==> config.mk <==
export PLATFORM = sky130hd
export DESIGN_NAME = multdiv_unit
export DESIGN_NICKNAME = d
export VERILOG_FILES = /design/src/rtl/multdiv_unit.sv
export SDC_FILE = /design/constraint.sdc
export NUM_CORES = 1
export LEC_CHECK = 0
export BUFFER_PORTS_ARGS = -buffer_cell sky130_fd_sc_hd__buf_2
export CAP_MARGIN = 40
export CORE_ASPECT_RATIO = 1.2
export CORE_MARGIN = 2
export CORE_UTILIZATION = 56
export DETAILED_ROUTE_END_ITERATION = 8
export GPL_ROUTABILITY_DRIVEN = 0
export PLACE_DENSITY = 0.73
export SLEW_MARGIN = 30
export SYNTH_ARGS = -nofsm -noshare
export SYNTH_HDL_FRONTEND = slang
export SYNTH_SLANG_ARGS = --single-unit
==> constraint.sdc <==
create_clock -name clock -period 7.86 [get_ports clock]
set_input_delay 0.786 -clock clock [delete_from_list [all_inputs] [get_ports clock]]
set_output_delay 0.786 -clock clock [all_outputs]
set_load 0.005 [all_outputs]
==> src/rtl/multdiv_unit.sv <==
// Iterative signed 32-bit multiply (radix-2 Booth) / divide (restoring) unit.
// Produces the low product word or the truncated quotient 33 cycles after start.
module multdiv_unit (
  input  logic        clock,
  input  logic        reset,
  input  logic [31:0] data_operandA,
  input  logic [31:0] data_operandB,
  input  logic        ctrl_MULT,
  input  logic        ctrl_DIV,
  output logic [31:0] data_result,
  output logic        data_exception,
  output logic        data_resultRDY,
  output logic        data_busy
);

  localparam int unsigned W  = 32;
  localparam int unsigned CW = 6;
  localparam logic [W-1:0]  INT_MIN  = {1'b1, {(W-1){1'b0}}};
  localparam logic [CW-1:0] LAST_IT  = CW'(W - 1);

  typedef enum logic [1:0] {IDLE, RUN, DONE} state_t;

  state_t        state_q, state_d;
  logic [CW-1:0] cnt_q, cnt_d;
  logic          is_div_q, is_div_d;
  logic          neg_q, neg_d;
  logic          divz_q, divz_d;
  logic          ovf_q, ovf_d;
  logic [W:0]    acc_q, acc_d;
  logic [W-1:0]  qr_q, qr_d;
  logic          qm1_q, qm1_d;
  logic [W:0]    m_q, m_d;
  logic [W-1:0]  result_q, result_d;
  logic          exc_q, exc_d;
  logic          rdy_q, rdy_d;
  logic          busy_q, busy_d;

  logic [W:0]    booth_sum;
  logic [W:0]    div_shift;
  logic [W:0]    div_trial;
  logic [W:0]    prod_hi;
  logic [W-1:0]  a_mag, b_mag;
  logic [W-1:0]  fin_result;
  logic          fin_exc;

  // Datapath helpers: one Booth step, one restoring step, and final fix-up
  always_comb begin
    a_mag = data_operandA[W-1] ? (~data_operandA + 32'd1) : data_operandA;
    b_mag = data_operandB[W-1] ? (~data_operandB + 32'd1) : data_operandB;

    unique case ({qr_q[0], qm1_q})
      2'b01:   booth_sum = acc_q + m_q;
      2'b10:   booth_sum = acc_q - m_q;
      default: booth_sum = acc_q;
    endcase

    div_shift = {acc_q[W-1:0], qr_q[W-1]};
    div_trial = div_shift - m_q;

    // Product bits [63:31] must all match for the low word to be exact
    prod_hi = {acc_q[W-1:0], qr_q[W-1]};

    fin_result = qr_q;
    fin_exc    = 1'b0;
    if (!is_div_q) begin
      fin_exc = !((prod_hi == '0) || (prod_hi == '1));
    end else if (divz_q) begin
      fin_result = '0;
      fin_exc    = 1'b1;
    end else if (ovf_q) begin
      fin_result = INT_MIN;
      fin_exc    = 1'b1;
    end else if (neg_q) begin
      fin_result = ~qr_q + 32'd1;
    end
  end

  // Next-state and register-input logic
  always_comb begin
    state_d  = state_q;
    cnt_d    = cnt_q;
    is_div_d = is_div_q;
    neg_d    = neg_q;
    divz_d   = divz_q;
    ovf_d    = ovf_q;
    acc_d    = acc_q;
    qr_d     = qr_q;
    qm1_d    = qm1_q;
    m_d      = m_q;
    result_d = result_q;
    exc_d    = exc_q;
    rdy_d    = 1'b0;
    busy_d   = busy_q;

    unique case (state_q)
      IDLE: begin
        if (ctrl_MULT || ctrl_DIV) begin
          state_d  = RUN;
          busy_d   = 1'b1;
          cnt_d    = '0;
          is_div_d = !ctrl_MULT;
          neg_d    = data_operandA[W-1] ^ data_operandB[W-1];
          divz_d   = (data_operandB == '0);
          ovf_d    = (data_operandA == INT_MIN) && (data_operandB == '1);
          acc_d    = '0;
          qm1_d    = 1'b0;
          if (ctrl_MULT) begin
            qr_d = data_operandB;
            m_d  = {data_operandA[W-1], data_operandA};
          end else begin
            qr_d = a_mag;
            m_d  = {1'b0, b_mag};
          end
        end
      end
      RUN: begin
        cnt_d = cnt_q + 6'd1;
        if (!is_div_q) begin
          acc_d = {booth_sum[W], booth_sum[W:1]};
          qr_d  = {booth_sum[0], qr_q[W-1:1]};
          qm1_d = qr_q[0];
        end else if (div_trial[W]) begin
          acc_d = div_shift;
          qr_d  = {qr_q[W-2:0], 1'b0};
        end else begin
          acc_d = div_trial;
          qr_d  = {qr_q[W-2:0], 1'b1};
        end
        if (cnt_q == LAST_IT) begin
          state_d = DONE;
        end
      end
      DONE: begin
        result_d = fin_result;
        exc_d    = fin_exc;
        rdy_d    = 1'b1;
        busy_d   = 1'b0;
        state_d  = IDLE;
      end
      default: state_d = IDLE;
    endcase
  end

  always_ff @(posedge clock) begin
    if (reset) begin
      state_q  <= IDLE;
      cnt_q    <= '0;
      is_div_q <= 1'b0;
      neg_q    <= 1'b0;
      divz_q   <= 1'b0;
      ovf_q    <= 1'b0;
      acc_q    <= '0;
      qr_q     <= '0;
      qm1_q    <= 1'b0;
      m_q      <= '0;
      result_q <= '0;
      exc_q    <= 1'b0;
      rdy_q    <= 1'b0;
      busy_q   <= 1'b0;
    end else begin
      state_q  <= state_d;
      cnt_q    <= cnt_d;
      is_div_q <= is_div_d;
      neg_q    <= neg_d;
      divz_q   <= divz_d;
      ovf_q    <= ovf_d;
      acc_q    <= acc_d;
      qr_q     <= qr_d;
      qm1_q    <= qm1_d;
      m_q      <= m_d;
      result_q <= result_d;
      exc_q    <= exc_d;
      rdy_q    <= rdy_d;
      busy_q   <= busy_d;
    end
  end

  assign data_result    = result_q;
  assign data_exception = exc_q;
  assign data_resultRDY = rdy_q;
  assign data_busy      = busy_q;

endmodule

# ---- Word level (Yosys, flattened, before mapping)
# Index checks and enable logic that the tools add are counted.
dict set report totals {
  regBits 146
}
dict set report op_classes {
  bitwise 4
  mux 31
  reduce_logical 15
  add_sub_neg 7
  n_eq_ne 11
}
# cell count
set ops {}
lappend ops {{32-bit two-way mux} 9}
lappend ops {{33-bit two-way mux} 4}
lappend ops {{33-bit one-hot mux with 2 select lines} 2}
lappend ops {{32-bit by 1-bit adder with 32-bit output (second input constant)} 3}
lappend ops {{32-bit NOT} 3}
lappend ops {{33-bit subtractor} 2}
lappend ops {{32-bit == test (second input constant)} 2}
lappend ops {{32-bit one-hot mux with 2 select lines} 1}
lappend ops {{33-bit adder} 1}
lappend ops {{33-bit == test (second input constant)} 1}
lappend ops {{33-bit zero test} 1}
lappend ops {{32-bit zero test} 1}
lappend ops {{6-bit one-hot mux with 2 select lines} 1}
lappend ops {{1-bit two-way mux} 8}
lappend ops {{2-bit AND reduction} 4}
lappend ops {{6-bit by 1-bit adder with 6-bit output (second input constant)} 1}
lappend ops {{6-bit by 5-bit == test with 1-bit output (second input constant)} 1}
lappend ops {{6-bit two-way mux} 1}
lappend ops {{2-bit != test (second input constant)} 3}
lappend ops {{2-bit by 1-bit == test with 1-bit output (second input constant)} 2}
lappend ops {{2-bit == test (second input constant)} 2}
lappend ops {{2-bit two-way mux} 2}
lappend ops {{1-bit one-hot mux with 2 select lines} 2}
lappend ops {{2-bit one-hot mux with 2 select lines} 1}
lappend ops {{7 further kinds} 10}

# ---- Longest topological paths before layout
# Gate-level depths: netlist of the first run.
dict set report logic_depth {
  depth_word 6
  depth_mapped 17
  depth_no_buf 16
}

# ---- Worst setup path before layout of the first run
# No wires, ideal clock.
dict set report synth_path {
  kind {reg2reg}
  start {register qr_q[0]}
  end {register acc_q[31]}
  setup_ns 0.103
  stages_incl_launch_ff 15
  arrival_time_ns 3.659
  synth_period_minus_slack_ns 3.763
  path_slack_ns 4.097
  t_required_ns 7.757
  path_cell_list {dfxtp_1 -> ha_1 -> clkbuf_1 -> a41oi_1 -> xnor2_1 -> ha_1 -> a21o_1 -> or3_1 -> o221a_2 -> o211ai_1 -> a31oi_1 -> a21oi_1 -> mux2i_4 -> xnor2_1 -> a2111oi_2}
}
dict set report synth_via {
  elab_chain_len 4
  elab_cells_between_ends 5
}
# element line
set synth_lines {}
lappend synth_lines {{start: declaration} 30} ;# logic [W-1:0] qr_q, qr_d;
lappend synth_lines {{start signal: assignment} 168} ;# qr_q <= qr_d;
lappend synth_lines {{2-bit == test / 2-bit by 1-bit == test with 1-bit output (equally long branches)} 51} ;# unique case ({qr_q[0], qm1_q})
lappend synth_lines {{33-bit one-hot mux with 2 select lines *} 51}
lappend synth_lines {{33-bit two-way mux *} 118} ;# if (!is_div_q) begin
lappend synth_lines {{33-bit one-hot mux with 2 select lines *} 95} ;# unique case (state_q)
lappend synth_lines {{end signal: assignment} 152} ;# acc_q <= '0;
lappend synth_lines {{end signal: assignment} 167} ;# acc_q <= acc_d;
lappend synth_lines {{end: declaration} 29} ;# logic [W:0] acc_q, acc_d;
# Mark *: on every way between the ends. The rest lies on a longest branch, timed or not.
# A chain may end at the register's enable or synchronous reset.

# ---- Final worst setup path of the first run
dict set report layout_path {
  start {register qr_q[0]}
  end {register acc_q[22]}
}
# Same word-level chain as after synthesis.

==> results of run 1 <==
[Yosys cell counts, types with 8 or more instances]
| cell | n |
|---|---|
| nor3_1 | 35 |
| clkbuf_1 | 100 |
| nand2b_1 | 18 |
| o31ai_1 | 25 |
| nand3_1 | 43 |
| inv_1 | 66 |
| o21bai_1 | 9 |
| a31oi_1 | 23 |
| o21a_1 | 12 |
| mux2i_1 | 38 |
| nor2b_1 | 11 |
| buf_1 | 13 |
| nand4_1 | 29 |
| a21oi_1 | 180 |
| or4_1 | 9 |
| a22oi_1 | 39 |
| or3_1 | 14 |
| nand2_1 | 221 |
| ha_1 | 71 |
| nor2_1 | 189 |
| o41ai_1 | 8 |
| a211oi_1 | 45 |
| a32o_1 | 15 |
| nor4_1 | 18 |
| dfxtp_1 | 146 |
| o211ai_1 | 38 |
| o21ai_0 | 106 |
| and3_1 | 10 |
| nor3b_1 | 9 |
| a21o_1 | 26 |
| xnor2_1 | 89 |
| xor2_1 | 84 |
[worst min-delay path, stage by stage, from the launching register on]
cell	delay (ns)
dfxtp_1	0.31
nand2_1	0.05
a21oi_1	0.06
[report_power, final]
group | internal (W) | leakage, nW | switching [W]
clock | 0.000423 | 0.274 | 0.000393
combinational | 0.000480 | 4.38 | 0.000756
sequential | 0.000785 | 1.19 | 0.0000934
[flip-flops by register name, summed over array words and instances (netlist names)]
register        cells
acc_q              33
cnt_q               6
data_busy           1
data_exception      1
data_result        32
data_resultRDY      1
divz_q              1
is_div_q            1
m_q                33
neg_q               1
ovf_q               1
qm1_q               1
qr_q               32
state_q             2
[metal layers]
| metal | global-route usage (%) | up-vias |
|---|---|---|
| li1 | - | 6749 |
| met1 | 40.49 | 6555 |
| met2 | 56.65 | 631 |
| met3 | 5.237 | 154 |
| met4 | 18.75 | 0 |
| met5 | 0 | - |
[logic make-up (layout without fill, tap and decap cells)]
logic type,Yosys count,after routing,share of synthesized area [%]
AND/OR/NAND/NOR,642,642,22.81
AO/OA/AOI/OAI,590,590,28.59
buffers and inverters,187,219,5.307
flip-flops,146,146,21.83
adder cells (fa/ha/maj),73,73,6.933
XOR/XNOR,174,174,11.44
multiplexers,40,40,3.093
[how the worst max path moves through the flow]
| stage | to | cells past startpoint | slack (ns) |
|---|---|---|---|
| after global placement | acc_q[22] | 14 | 3.75 |
| after CTS | acc_q[30] | 14 | 3.64 |
| after global routing | acc_q[31] | 16 | 3.30 |
| final | acc_q[22] | 14 | 3.55 |
| after floorplan | acc_q[31] | 14 | 4.10 |
| after detailed placement | acc_q[30] | 14 | 3.66 |
[area by class of cell]
| class | instances | area (µm²) | area share, % |
|---|---|---|---|
| clock buffer | 17 | 425.4 | 2.907 |
| timing repair buffer | 120 | 678.2 | 4.635 |
| multi-input combinational | 1519 | 9786 | 66.88 |
| inverter | 67 | 251.5 | 1.719 |
| sequential | 146 | 2927 | 20.00 |
| tap | 320 | 400.4 | 2.736 |
| clock inverter | 15 | 163.9 | 1.120 |
[through the flow]
stage	std cells	util (%)	worst slack [ns]	area, µm²	power [W]
2_1_floorplan	1852	-	4.097	13390	0.001778
3_5_place_dp	2171	59.12	3.661	14030	0.002096
6_report	2204	61.64	3.547	14630	0.002930
4_1_cts	2203	61.61	3.644	14620	0.002911
3_3_place_gp	2169	58.93	3.751	13990	0.002072
5_1_grt	2204	61.64	3.297	14630	0.003081
==> impl_results.md, run 1 <==
- CTS Hold Bufs: 0
- Area contributors post-synth: dfxtp_1 (22%), a21oi_1 (6.7%), ha_1 (6.6%)
- DPL Wire Length: 32,140 µm
- WL per Instance: 19.51 µm
- DR top layer: met4
- Min-delay src: data_busy
- CP max stage cell: dfxtp_1
- Largest net degree at the start of global routing: 69
- Worst path cell trace: ha_1, buf_4, mux2_2, inv_1, ha_1, nor2b_1, o31a_1, o31a_1, a2111oi_4, nor2_1, o31ai_1, xor2_1, o2111a_1, a211oi_1
- Peak VDD IR: 0.1845 mV
- Post-synth ARST share: 0%
- Core Region: 23,740 µm²
- CP bufs+invs: 2
- Top delay family on crit path: compound AO/OA/AOI/OAI gates
- Row Count: 62
- Sequential share of the synthesized area: 21.83%
- Reg-to-reg startpoint: qr_q[0]
- FF-to-FF setup slack: 3.55 ns
- Clock Root Buffer: clkbuf_16
- Status: complete, no violations
- CTS tree: built
- Startpoint types: flip-flop
- Total vias in the final route: 14,089
- CP Capture Type: flip-flop
- Post-cts resize count: 0
- Layout cells sized above 1: 9.979%
- Hold Vio Cnt, Final: 0
- Most frequent cells in the layout: nand2_1 (221), nor2_1 (187), a21oi_1 (179)
- Routed length on met3: 2982 µm
- Hold Crit Class: flip-flop to flip-flop
- Avg Inst Size Synth: 7.230 µm²
- Via density: 6.392
- CTS Sinks: 146
- Antenna Cells: 0
- Number of detailed-route iterations in the first pass: 8
- Min Tclk post-route: 4.313 ns
- Nets: 2,012
- Vias in the first global route: 12,893
- Critical path fanouts, max: 32
- Hold Worst Slack: 0.4741 ns
- WL met1: 17,280 µm
- CTS Buf Count: 17
- Min-Delay Endpoint: data_busy
- PD cells: 200.3 nW/µm²
- Reg-to-Reg End: acc_q[22]
- Residual DRC: 0
- WL met2: 20,270 µm
- Violation count after the first detailed-route iteration: 1,483
- Yosys reg bits: 146
- Clk buf depth: 2
- Net Count, Synth: 1,993
- Yosys cell types: 88
- Max Clock Skew: 0.01369 ns
- Max-Cap Viols: 0
- Crit path from: qr_q[0]
- Cells after Synth: 1,852
- Setup TNS: 0 ns
- Drt total wl: 43,010 µm
- Max_slew headroom: 43.41%
- Chip height: 173.4 µm
- Final setup vio count: 0
- Clock latency at the later pin of the worst-skew pair: 0.45 ns
- FF-to-FF path depth: 14
- Synth warnings: 0
- PortBufs: 102
- Num ports: 103
- Leak Pwr: 5.850 nW
- Commonest non-fill, non-tap cell in the layout: nand2_1
- Synth Flop Type: dfxtp_1
- Worst endpoint required time: 8.23 ns
- Post-synth EDFFs: 0
- Depth of the CTS H-tree: 4
- First-pass GRT wire length: 68,040 µm
- Total GRT Usage: 33.42%
- CTS clk-pin slew, worst paths: 0.07 ns
- Antenna violations before repair: 1
- Grt ovf: 0
- Max Clock Freq: 231.8 MHz
- Antenna Nets Post-Route: 0
- Worst-margin pin slew: 0.8458 ns
- Starting Density: 56.41%
- Max incr delay on CP: 0.55 ns
- Die Span X: 145.2 µm
- Cell accounting for the most synthesized area: dfxtp_1
- Setup CP Type: flip-flop to flip-flop
- Area growth syn-to-layout: 9.269%
- Fin crit share: 54.87%
- Fin. max-slew vios: 0
- Die area: 25,170 µm²
- RSZ-0062 raised after global routing: no
- CP arrival: 4.68 ns
- Fillers: 2,250
- Synth top area share: 21.83%
- Depth of the worst hold-timing path: 2
- Cell Area, Synth: 13,390 µm²
- Setup Buffers After CTS: 0
Note: power is estimated with default switching activity, not from simulation.
==> inputs of run 2 (changes only) <==
--- a/config.mk
+++ b/config.mk
@@ -5,6 +5,7 @@
 export SDC_FILE = /design/constraint.sdc
 export NUM_CORES = 1
 export LEC_CHECK = 0
+export ABC_AREA = 1
 export BUFFER_PORTS_ARGS = -buffer_cell sky130_fd_sc_hd__buf_2
 export CAP_MARGIN = 40
 export CORE_ASPECT_RATIO = 1.2
@@ -12,7 +13,7 @@
 export CORE_UTILIZATION = 56
 export DETAILED_ROUTE_END_ITERATION = 8
 export GPL_ROUTABILITY_DRIVEN = 0
-export PLACE_DENSITY = 0.73
+export PLACE_DENSITY = 0.76
 export SLEW_MARGIN = 30
 export SYNTH_ARGS = -nofsm -noshare
 export SYNTH_HDL_FRONTEND = slang
==> constraint.sdc (replaced) <==
create_clock -name clock -period 3.5 [get_ports clock]
set_input_delay 0.35 -clock clock [delete_from_list [all_inputs] [get_ports clock]]
set_output_delay 0.35 -clock clock [all_outputs]
set_load 0.005 [all_outputs]
==> impl_results.md, run 2 <==
- Cell Area, Synth: 14,850 µm² (+11%)
- Layout cells sized above 1: 12.68% (+2.7 points)
- Max_slew headroom: 48.81% (+5.4 points)
- Number of detailed-route iterations in the first pass: 6 (-2)
- Grt ovf: 0 (unchanged)
- Clk buf depth: 2 (unchanged)
- Starting Density: 56.72% (+0.31 points)
- Place WS: 0.0003999 ns (-3.660 ns)
- Clock Root Buffer: clkbuf_16
- Post-route setup slack: 0.09006 ns (-3.457 ns)
- Final core utilization: 63.87% (+2.2 points)
- Depth of the CTS H-tree: 4 (unchanged)
- Synth Flop Type: dfxtp_1
- Nets: 2,763 (+37%)
- Max Clock Freq: 293.3 MHz (+26%)
- Synth warnings: 0 (unchanged)
- Crit path from: m_q[1]
- Startpoint types: flip-flop
- Residual DRC: 0 (unchanged)
- First-pass GRT wire length: 85,060 µm (+25%)
- Drt total wl: 54,790 µm (+27%)
- Post-synth ARST share: 0% (unchanged)
- Peak VDD IR: 0.3838 mV (+110%)
- Worst-margin pin slew: 0.7598 ns (-0.08600 ns)
- Critical path fanouts, max: 5 (-84%)
- Post-synth EDFFs: 0 (unchanged)
- RSZ-0062 raised after global routing: yes
- Synth top area share: 19.68% (-2.2 points)
- Setup CP Type: flip-flop to flip-flop
- Most common cell in the netlist: nand2_1
- Row Count: 65 (+4.8%)
- CP Capture Type: flip-flop
- Total GRT Usage: 37.78% (+4.4 points)
- Top flop regs: acc_q: 33 flops, m_q: 33 flops
- Yosys reg bits: 146 (unchanged)
- Most common library cells after synthesis: nand2_1 (681), a21oi_1 (314), inv_1 (284), nor2_1 (228), o21ai_0 (189)
- CP arrival: 3.79 ns (-0.89 ns)
- Crit path capture: acc_q[24]
- Total vias in the final route: 18,107 (+29%)
- Core Region: 26,190 µm² (+10%)
- Area growth syn-to-layout: 12.59%
- Setup TNS: 0 ns (unchanged)
- Antenna violations before repair: 0 (-1)
- Hold Vio Cnt, Final: 0 (unchanged)
- Yosys cell types: 52 (-41%)
- Sequential share of the synthesized area: 19.68% (-2.2 points)
- DPL Wire Length: 41,410 µm (+29%)
- Die area: 27,850 µm² (+11%)
- Violation count after the first detailed-route iteration: 1,720 (+16%)
- Reg-to-Reg End: acc_q[24]
- Avg Inst Size Synth: 5.837 µm² (-19%)
- PD cells: 459.4 nW/µm² (+130%)
- Commonest non-fill, non-tap cell in the layout: nand2_1
- PortBufs: 102 (unchanged)
- Max Clock Skew: 0.01047 ns (-0.003210 ns)
- Fin crit share: 97.43% (+43 points)
- WL per Instance: 18.45 µm (-5.5%)
- Placed instance count: 2,926 (+35%)
- Min Tclk post-route: 3.410 ns (-0.9032 ns)
- Via density: 6.097 (-4.6%)
- FF-to-FF path depth: 21 (+7)
- Fin. max-slew vios: 0 (unchanged)
- CTS Buf Count: 17 (unchanged)
- CTS tree: built
- Largest net degree at the start of global routing: 61 (-12%)
- Die Span X: 152.7 µm (+5.2%)
- CTS Sinks: 146 (unchanged)
- Num ports: 103 (unchanged)
- CTS Hold Bufs: 0 (unchanged)
- CTS clk-pin slew, worst paths: 0.07 ns (about the same)
- Hold Crit Class: input pin to flip-flop
- Status: complete, no violations
- Reg-to-reg startpoint: m_q[1]
- Antenna Nets Post-Route: 0 (unchanged)
- Non-filler cells, final: 2,970 (+35%)
- Net Count, Synth: 2,686 (+35%)
- Final setup vio count: 0 (unchanged)
- Cell accounting for the most synthesized area: dfxtp_1
- Most frequent cells in the layout: nand2_1 (666), a21oi_1 (295), inv_1 (282)
- Antenna Cells: 0 (unchanged)
- Cells after Synth: 2,545 (+37%)
- Clock latency at the later pin of the worst-skew pair: 0.44 ns (about the same)
- Worst endpoint required time: 3.88 ns (-4.35 ns)
- Max-Cap Viols: 0 (unchanged)
- Vias in the first global route: 16,951 (+31%)
- FF-to-FF setup slack: 0.09 ns (-3.46 ns)
- Chip height: 182.4 µm (+5.2%)
- Area contributors post-synth: dfxtp_1 (20%), nand2_1 (17%), a21oi_1 (11%)
- Leak Pwr: 7.731 nW (+32%)
[run 2: through the flow]
stage / cell area, µm² / power (W) / hold slack [ns]
floorplan: 14850 / 0.004490 / 0.4435
global placement: 15710 / 0.005417 / 0.4343
detailed placement: 15740 / 0.005486 / 0.4357
CTS: 16430 / 0.007450 / 0.2248
global route: 16720 / 0.008103 / 0.2337
finish: 16720 / 0.007683 / 0.2284
[run 2: logic make-up after synthesis]
logic type | share of synthesized area, %
xor+xnor | 4.835
buf+inv | 10.31
compound gates | 23.93
fa+ha+maj | 6.250
flops | 19.68
simple gates | 35.00
[run 2: layer usage]
| metal | GRT usage (%) | part of all wire (%) |
|---|---|---|
| met1 | 42.97 | 36 |
| met2 | 63.89 | 47 |
| met3 | 5.771 | 8.8 |
| met4 | 28.59 | 8.1 |
| met5 | 0 | 0 |
[run 2: worst min path at each step]
stage	startpoint	slack (ns)	cells past startpoint	endpoint
2_1_floorplan	cnt_q[5]	0.44	2	cnt_q[5]
3_3_place_gp	data_result[27]	0.43	2	data_result[27]
3_5_place_dp	data_result[27]	0.44	2	data_result[27]
4_1_cts	data_operandA[0]	0.22	3	m_q[0]
5_1_grt	data_operandA[0]	0.23	3	m_q[0]
6_report	data_operandA[0]	0.23	3	m_q[0]
[run 2: final cells by class]
cell class | instances | area [µm²]
clock buffers | 17 | 425.4
inverters | 294 | 1104
multi-input cells | 2005 | 10700
well taps | 335 | 419.2
flip-flops and latches | 146 | 2925
fillers | 2517 | 9463
clock inverters | 15 | 186.4
repair buffers | 158 | 965.9
[run 2: timing repair]
action                     4_1_cts  5_1_grt
setup endpoints to repair        2       22
resized for setup                5       73
buffers inserted                 5        7
pin swaps                        3       26
[run 2: worst max-delay path, stage by stage, from the launching register on]
cell and delay (ns):
dfxtp_1 0.32, inv_2 0.07, ha_1 0.18, nand3_2 0.14
nor2_2 0.15, buf_4 0.13, nand3_1 0.12, nor2_2 0.15
nor2_1 0.08, a21oi_1 0.20, xor2_1 0.12, ha_2 0.42
nand2_1 0.14, nor2_1 0.19, nand2_1 0.10, nor4_1 0.22
nand2_1 0.14, nand3b_1 0.11, nand3_1 0.09, nand2_1 0.07
nand3_1 0.07, a21oi_1 0.13
[run 2: power by group]
part           internal, W  switching, W  leakage [nW]
combinational      0.00119       0.00252          6.24
clock              0.00109      0.000859         0.300
sequential         0.00181      0.000225          1.20
total              0.00408       0.00360          7.73
